<file path="config.mk">
export PLATFORM = sky130hd
export DESIGN_NAME = mem_wb_stage
export DESIGN_NICKNAME = d
export VERILOG_FILES = /design/src/rtl/mem_wb_stage.sv
export SDC_FILE = /design/constraint.sdc
export NUM_CORES = 1
export LEC_CHECK = 0
export CORE_ASPECT_RATIO = 0.6
export CORE_MARGIN = 8
export CORE_UTILIZATION = 40
export CTS_BUF_LIST = sky130_fd_sc_hd__clkbuf_4
export DETAILED_ROUTE_END_ITERATION = 16
export PLACE_DENSITY = 0.81
export REMOVE_ABC_BUFFERS = 1
export SLEW_MARGIN = 20
export SYNTH_ARGS = -nofsm -noshare
export SYNTH_HDL_FRONTEND = slang
export SYNTH_SLANG_ARGS = --single-unit
</file>
<file path="constraint.sdc">
create_clock -name CLK -period 2.2 [get_ports CLK]
set_clock_uncertainty 0.15 [all_clocks]
set_input_delay 0.44 -clock CLK [delete_from_list [all_inputs] [get_ports CLK]]
set_output_delay 0.44 -clock CLK [all_outputs]
set_load 0.02 [all_outputs]
</file>
<file path="src/rtl/mem_wb_stage.sv">
// mem_wb_stage: memory stage and MEM/WB pipeline register of the vector ASIP.
// Issues loads/stores over a variable-latency ready handshake, stalls the
// upstream EX/MEM register while an access is outstanding and registers the
// write-back value, write enable and destination register.
// Optional feature macro: MEM_TIMEOUT_EN (abort a WAIT after TIMEOUT cycles,
// raise sticky Error_o). Without it WAIT persists and Error_o is tied low.
//
// state | meaning
// ------+--------------------------------------------------------------
// IDLE  | accepting a new op; ALU ops pass through, memory ops issue
// WAIT  | memory access outstanding, request driven from latched copy
module mem_wb_stage #(
  parameter int N       = 32,
  parameter int AW      = 10,
  parameter int TIMEOUT = 16
) (
  input  logic          CLK,
  input  logic          RST,
  input  logic [N-1:0]  RD2_i,
  input  logic          RF_WE_i,
  input  logic          MemWE_i,
  input  logic          WBSelect_i,
  input  logic [N-1:0]  AluResult_i,
  input  logic [3:0]    A3_i,
  output logic          Stall_o,
  output logic          MemReq_o,
  output logic          MemWrite_o,
  output logic [AW-1:0] MemAddr_o,
  output logic [N-1:0]  MemWData_o,
  input  logic [N-1:0]  MemRData_i,
  input  logic          MemReady_i,
  output logic [N-1:0]  Result_o,
  output logic          RF_WE_o,
  output logic [3:0]    A3_o,
  output logic          Error_o
);

  localparam logic [0:0] S_IDLE = 1'b0;
  localparam logic [0:0] S_WAIT = 1'b1;
  localparam int CW = (TIMEOUT < 1) ? 1 : $clog2(TIMEOUT + 1);

`ifdef MEM_TIMEOUT_EN
  localparam bit TO_EN = 1'b1;
`else
  localparam bit TO_EN = 1'b0;
`endif

  logic [0:0]   state;
  logic [N-1:0] alu_q;
  logic [N-1:0] wdata_q;
  logic         write_q;
  logic         rf_we_q;
  logic [3:0]   a3_q;
  logic [CW-1:0] cnt;
  logic         mem_op;
  logic         in_wait;
  logic         expire;

  assign mem_op  = MemWE_i | WBSelect_i;
  assign in_wait = (state == S_WAIT);
  // Ready in the expiry cycle wins, so expiry needs ready low.
  assign expire  = TO_EN && in_wait && !MemReady_i && (cnt == CW'(TIMEOUT - 1));

  // Memory request and stall: from inputs in IDLE, from the latched copy in WAIT.
  always_comb begin
    MemReq_o   = 1'b0;
    MemWrite_o = 1'b0;
    Stall_o    = 1'b0;
    MemAddr_o  = AluResult_i[AW-1:0];
    MemWData_o = RD2_i;
    if (in_wait) begin
      MemAddr_o  = alu_q[AW-1:0];
      MemWData_o = wdata_q;
    end
    if (!RST) begin
      if (in_wait) begin
        MemReq_o   = 1'b1;
        MemWrite_o = write_q;
        Stall_o    = !MemReady_i && !expire;
      end else if (mem_op) begin
        MemReq_o   = 1'b1;
        MemWrite_o = MemWE_i;
        Stall_o    = !MemReady_i;
      end
    end
  end

  // FSM and MEM/WB output register; stalled cycles write a bubble.
  always_ff @(posedge CLK) begin
    if (RST) begin
      state    <= S_IDLE;
      Result_o <= '0;
      RF_WE_o  <= 1'b0;
      A3_o     <= 4'd0;
    end else begin
      case (state)
        S_IDLE: begin
          if (!mem_op) begin
            Result_o <= AluResult_i;
            RF_WE_o  <= RF_WE_i;
            A3_o     <= A3_i;
          end else if (MemReady_i) begin
            Result_o <= MemWE_i ? AluResult_i : MemRData_i;
            RF_WE_o  <= !MemWE_i && RF_WE_i;
            A3_o     <= A3_i;
          end else begin
            RF_WE_o <= 1'b0;
            state   <= S_WAIT;
          end
        end
        default: begin
          if (MemReady_i) begin
            Result_o <= write_q ? alu_q : MemRData_i;
            RF_WE_o  <= !write_q && rf_we_q;
            A3_o     <= a3_q;
            state    <= S_IDLE;
          end else begin
            RF_WE_o <= 1'b0;
            if (expire) state <= S_IDLE;
          end
        end
      endcase
    end
  end

  // Capture the request fields whenever a memory op is presented in IDLE.
  always_ff @(posedge CLK) begin
    if (RST) begin
      alu_q   <= '0;
      wdata_q <= '0;
      write_q <= 1'b0;
      rf_we_q <= 1'b0;
      a3_q    <= 4'd0;
    end else if (!in_wait && mem_op) begin
      alu_q   <= AluResult_i;
      wdata_q <= RD2_i;
      write_q <= MemWE_i;
      rf_we_q <= RF_WE_i;
      a3_q    <= A3_i;
    end
  end

  // WAIT-cycle counter; held at zero in IDLE so it starts clean on entry.
  always_ff @(posedge CLK) begin
    if (RST || !in_wait) cnt <= '0;
    else                 cnt <= cnt + CW'(1);
  end

`ifdef MEM_TIMEOUT_EN
  logic err_q;

  // Sticky timeout flag, cleared only by reset.
  always_ff @(posedge CLK) begin
    if (RST)         err_q <= 1'b0;
    else if (expire) err_q <= 1'b1;
  end

  assign Error_o = err_q;
`else
  assign Error_o = 1'b0;
`endif

endmodule

</file>
* After elaboration in Yosys (flattened, before gate mapping)
Cells that the tools add are included. Widths: inputs -> output; s select.
Storage, ports and cells: bits in registers 108, latch bits 0, RAM bits 0, memory bits (read-only) 0, bits of input ports 106, output and inout bits 83, logic and storage cells 48, memories 0
Cells by class: $add $sub $neg 0, $mul 0, divide/modulo/power cells 0, order comparisons 0, equal/unequal tests 2, shift operators 0, multiplexer cells 28, bitwise operators 1, reduce and logical (&&, ||, !) cells 8
Operator list (number):
- $mux 32 | 7
- $mux 1 | 16
- $mux 4 | 4
- $mux 10 | 1
- $logic_not 1->1 | 4
- $ne 2x2->1 const B | 2
- $logic_and 1x1->1 | 3
- $reduce_and 2->1 | 1
- $or 1x1->1 | 1

* Logic depth before layout (Yosys ltp)
depth after elaboration 5, mapped depth 7

* Worst setup path before layout
Ideal clock, no wire load.
kind register to output, start point register state, in the netlist in_wait, end point output port MemAddr_o[3], data arrival time 1.221 ns, required time 1.610 ns, path slack 0.389 ns, cell stages (with the launch flop) 4, buffers on the path 2, cells stage by stage dfxtp_1 buf_2 buf_2 mux2_2
Between the ends: longest elaborated chain between the ends 1
RTL lines:
- start: declaration | line 48 | logic [0:0] state;
- start signal: assignment | line 91 | state <= S_IDLE;
- start signal: assignment | line 108 | state <= S_WAIT;
- start signal: assignment | line 116 | state <= S_IDLE;
- $mux 10 | line 71 | if (in_wait) begin
- end: declaration | line 28 | output logic [AW-1:0] MemAddr_o,
Every way passes these cells.

* Worst setup path after layout
start point register state, in the netlist in_wait, end point output port MemAddr_o[9]
Same word-level chain as after synthesis.

==> flow_summary.toml <==
[logic_synthesis]
synth_seq_cells = 108
syn_area_um2 = 5000
ys_types = 27
synthFlopType = "dfxtp_1"
synth.area.top_cells = "dfxtp_1, mux2_2, nand2_1, a22oi_1, a21oi_1"
synth_async_sr_flop_share_pct = 0
syn_inst = 570
synthMostInstantiatedCell = "nand2_1"
synth_top_area_share_pct = 43.3
yosys_warnings = 0
synth_common_cells = "nand2_1, dfxtp_1, mux2_2, a21oi_1, a22oi_1"
syn_area_per_cell_um2 = 8.77
synth-edff-count = 0
yosysSeqAreaShare_pct = 43.3
synth_top_area_cell = "dfxtp_1"

[layout]
num-fill-cells = 997
antennaDiodeCount = 0
multi_input_area_um2 = 2720
postLayoutCoreUtil_pct = 63.8
area_growth_pct = 54.9
fin_nets = 878
layout-drive-gt1-share_pct = 25.6
ff_latch_area_um2 = 2170

[clocking]
cts-root-buf = "clkbuf_4"
clk_pin_slew_ns = 0.19
clkSinkCount = 108
htreeDepth = 3
cts_tree = "yes"
numCtsBuffers = 9
clockBufferDepth = 2
clk-insertion-delay-late_ns = 0.47

[setup_path]
worst-path-max-fanout = 5
crit_arrival_ns = 1.71
required_ns = 1.61
crit_start = "in_wait"
crit_end = "MemAddr_o[9]"
critPathLaunchType = "flop"
cpMaxStageDelayCell = "dfxtp_4"
r2r_slack_ns = 0.11
ff2ff_path_depth = 8
timing.rr.start = "in_wait"
end_kind = "primary output"
crit_chain = "buf_12 -> buf_12 -> buf_6 -> mux2_4 -> buf_6"
crit_type = "flop to primary output"
worstReg2RegEnd = "alu_q[20]"
max_stage_delay_ns = 0.41

[run]
maxCapViolations = 0

[drt]
via_per_inst = 5.47
firstDrtPassIters = 5
drt_iter0_drc = 442
vias = 5149
wl_per_cell_um = 19.8
drc = 0
postRouteAntennaNets = 0
drt-total-wl_mm = 18.6

[power_and_ir_drop]
power_leakage_uw = 0.00309
power.total_uw = 4670
powerDensity_nw_per_um2 = 603
ir_drop_uv = 318

[global_routing]
overflow = 0
grt.total_usage_pct = 21.8
antenna_found_initial = 1
grt_pass1_wl_mm = 28.4
grt_pass1_vias = 5316
grt_max_degree = 79

[floorplan]
pin_count = 189
start_util_pct = 41.2
die_area_um2 = 16400
die_width_um = 160
core_area_um2 = 12100
fp.dieH_um = 103
num_rows = 31

[placement]
dp_slack_ns = -0.257
dp_hpwl_mm = 12.5
gp_congestion = 0.906
port_buffers = 187

[sta]
max_freq_mhz = 436
finalHoldViolations = 0
worst_slack_ns = -0.0955
finalCritPeriodShare_pct = 104
slew_headroom_pct = 65.0
setup_violations = 29
tightest_slew_ns = 0.525
grt_setup_unrepaired = "true"
drv_slew = 0
period_needed_ns = 2.30

[status]
status = "complete, but fails checks"
violations = "setup timing"

[min_path]
hold_class = "flop to flop"
[layout by cell type, fill, tap and decap left out, types with 12 or more instances in the layout]
cell type,instances
a21oi_1,69
a22oi_1,64
buf_12,13
buf_2,12
buf_4,37
buf_6,35
clkdlybuf4s50_1,141
dfxtp_1,106
mux2_2,44
mux2_4,30
nand2_1,138
o21ai_1,30
[critical path, delay by kind of cell (launching register included)]
family | cells | cell delay (ns)
buffers and inverters | 4 | 0.52
flip-flops | 1 | 0.41
multiplexers | 1 | 0.29
[where the power goes]
group          internal, uW  switching (uW)
Sequential             2100            87.4
Combinational           752             680
Clock                   354             690
[sequential cells by signal, indices dropped and copies added (netlist names)]
register  cells
Result_o     32
alu_q        32
wdata_q      32
A3_o          4
a3_q          4
RF_WE_o       1
in_wait       1
rf_we_q       1
write_q       1
[routing by layer]
| layer | vias up | share of wire (%) | GRT usage (%) |
|---|---|---|---|
| met5 | - | 0 | 0 |
| met4 | 0 | 0.95 | 5.07 |
| met3 | 22 | 10 | 8.69 |
| met2 | 247 | 46 | 35.9 |
| met1 | 2468 | 43 | 26.5 |
| li1 | 2412 | - | - |
[area by class of cell]
type | instances | area share (%)
Clock inverter | 7 | 0.953
Timing Repair Buffer | 242 | 32.4
Multi-Input combinational cell | 409 | 35.1
Tap cell | 165 | 2.67
Clock buffer | 9 | 0.873
Sequential cell | 108 | 28.0
Inverter | 2 | 0.0969
[cell families (layout without fill, tap and decap cells)]
kind of cell           Yosys count  in the layout  share of synthesized area, %
AO/OA/AOI/OAI                  172            172                          20.8
AND/OR/NAND/NOR                157            157                          12.8
flip-flops                     108            108                          43.3
multiplexers                    79             79                          17.7
buffers and inverters           53            260                          5.43
other                            1              1                        0.0750
[per-stage QoR]
step	instance area, um^2	std cells	setup TNS (ns)	hold WS, ns
6_report	7740	942	-0.936	0.318
5_1_grt	7740	942	-4.47	0.328
4_1_cts	7690	942	-4.01	0.318
3_5_place_dp	7260	910	-3.75	0.298
3_3_place_gp	7260	910	-3.09	0.289
2_1_floorplan	4730	519	-211.10	0.277
[how the worst min path moves through the flow]
stage                                from          to  slack [ns]  cells past startpoint
after detailed placement       wdata_q[9]  wdata_q[9]        0.30                      2
after CTS                       alu_q[27]   alu_q[27]        0.32                      2
after global routing      AluResult_i[22]   alu_q[22]        0.33                      3
after global placement          alu_q[31]   alu_q[31]        0.29                      2
after floorplan                 alu_q[10]   alu_q[10]        0.28                      2
final                           alu_q[27]   alu_q[27]        0.32                      2
[timing repair]
| action | in CTS | in global routing |
|---|---|---|
| hold buffers | 0 | 0 |
| resized for setup | 253 | 33 |
| pin swaps | 2 | 1 |
| setup buffers | 11 | 2 |
| gates cloned | 5 | 0 |
| setup endpoints to repair | 45 | 45 |
No activity file was read; power rests on OpenSTA's default activity.
==> RTL edit: new RTL, same flow settings <==
Set the parameter `AW` to 11 (it was 10).
--- a/src/rtl/mem_wb_stage.sv
+++ b/src/rtl/mem_wb_stage.sv
@@ -11,7 +11,7 @@
 // WAIT  | memory access outstanding, request driven from latched copy
 module mem_wb_stage #(
   parameter int N       = 32,
-  parameter int AW      = 10,
+  parameter int AW      = 11,
   parameter int TIMEOUT = 16
 ) (
   input  logic          CLK,
Ports: changed (resized MemAddr_o); port bits go from 189 to 190. The function was not compared with the original's and may differ.
==> RTL edit against the unedited design <==
The flow still finishes with violations (negative setup slack); register-to-register slack improved by 0.20 ns; wire length decreased by 2.9%; setup slack improved by 0.066 ns; sequential power about the same; sequential cell count unchanged; design area decreased by 0.16%; power increased by 2.2%; area after synthesis increased by 0.70%; critical path type unchanged; highest routed layer unchanged.
==> RTL edit: results <==
run_status:
  status: "complete, but fails checks"
  violations: "negative setup slack"
detailed_routing:
  vias_per_cell: 5.46
  drt-pass1-iter-count: 4
  drt_iter0_markers: 311
  wl_mm: 18.1
placement:
  placed_area_um2: 7260
  place_ws_ns: -0.411
  gp_congestion: 0.803
  dp_hpwl_mm: 12.4
worst_setup_path:
  path_max_fanout: 7
  cp.arrival_ns: 1.64
  critPathMaxStageDelay_ns: 0.46
cts:
  clk-insertion-delay-late_ns: 0.45
timing:
  setup_slack_ns: -0.0292
  setup_viol: 17
yosys:
  ys_top_cells_by_area: "dfxtp_1, mux2_2, nand2_1"
  synth_cell_types: 30
final_layout:
  layout-drive-gt1-share_pct: 25.6
  nFillCells: 982
  final_nets: 877
  multiInputGateArea_um2: 2730
grt:
  grt_first_pass_wirelength_mm: 28.3
  antenna_found_initial: 0
  grt.met2_usage_pct: 36.3
  grt_start_max_net_pins: 48
power_and_ir_drop:
  p_leak_nw: 3.08
  p_sw_w: 0.00145
  vdd_drop_max_mv: 0.283
-- RTL edit: layout make-up --
| type | count | area share, % |
|---|---|---|
| multi-input cells | 410 | 35.3 |
| repair buffers | 240 | 31.7 |
| flip-flops and latches | 108 | 28.0 |
| well taps | 165 | 2.67 |
| clock inverters | 7 | 1.36 |
| clock buffers | 9 | 0.874 |
| inverters | 2 | 0.0971 |
-- RTL edit: what timing repair did --
item / 4_1_cts / 5_1_grt
buffers inserted: 10 / 0
pin swaps: 3 / 1
setup endpoints to repair: 46 / 46
resized for setup: 253 / 35
gates cloned: 4 / 0
-- RTL edit: power by group through the flow --
stage / clock network (W) / logic [W] / registers (W)
2_1_floorplan: 0 / 0.000508 / 0.00231
3_3_place_gp: 0 / 0.00129 / 0.00222
3_5_place_dp: 0 / 0.00132 / 0.00223
4_1_cts: 0.00120 / 0.00138 / 0.00219
5_1_grt: 0.00127 / 0.00151 / 0.00221
6_report: 0.00117 / 0.00141 / 0.00219
-- RTL edit: critical path, delay by kind of cell (launching register included) --
kind / cells / cell delay (ns)
DFF: 1 / 0.46
muxes: 1 / 0.32
buffers and inverters: 3 / 0.42
-- RTL edit: path summary, 6_finish.rpt --
path / from / endpoint / slack, ns / cells past startpoint
worst min register to register: alu_q[11] / alu_q[11] / 0.32 / 2
worst max register to register: in_wait / Result_o[18] / 0.31 / 8
worst min-delay path: alu_q[11] / alu_q[11] / 0.32 / 2
worst max-delay path: in_wait / MemWData_o[19] / -0.03 / 4
-- RTL edit: kinds of logic (layout without fill, tap and decap cells) --
family | after synthesis | in the layout | synth area share, %
AOI/OAI and AO/OA | 172 | 172 | 20.7
and+or+nand+nor | 157 | 157 | 12.9
DFF | 108 | 108 | 43.0
muxes | 80 | 80 | 17.8
buffers and inverters | 54 | 258 | 5.67
other | 1 | 1 | 0.0745
-- RTL edit: through the flow --
stage                     std cells  TNS (ns)  hold WS (ns)
after global placement          912     -7.21         0.289
after global routing            941     -3.20         0.280
after floorplan                 520   -218.45         0.277
after CTS                       942     -1.18         0.273
after detailed placement        912    -11.85         0.296
final                           941    -0.175         0.317
-- RTL edit: routing by layer --
| metal | share of wire [%] | vias to the layer above | wire length, um |
|---|---|---|---|
| met4 | 1.2 | 0 | 216 |
| met3 | 8.2 | 22 | 1480 |
| met1 | 44 | 2477 | 7900 |
| met2 | 47 | 218 | 8470 |
| li1 | - | 2420 | - |
| met5 | 0 | - | 0 |
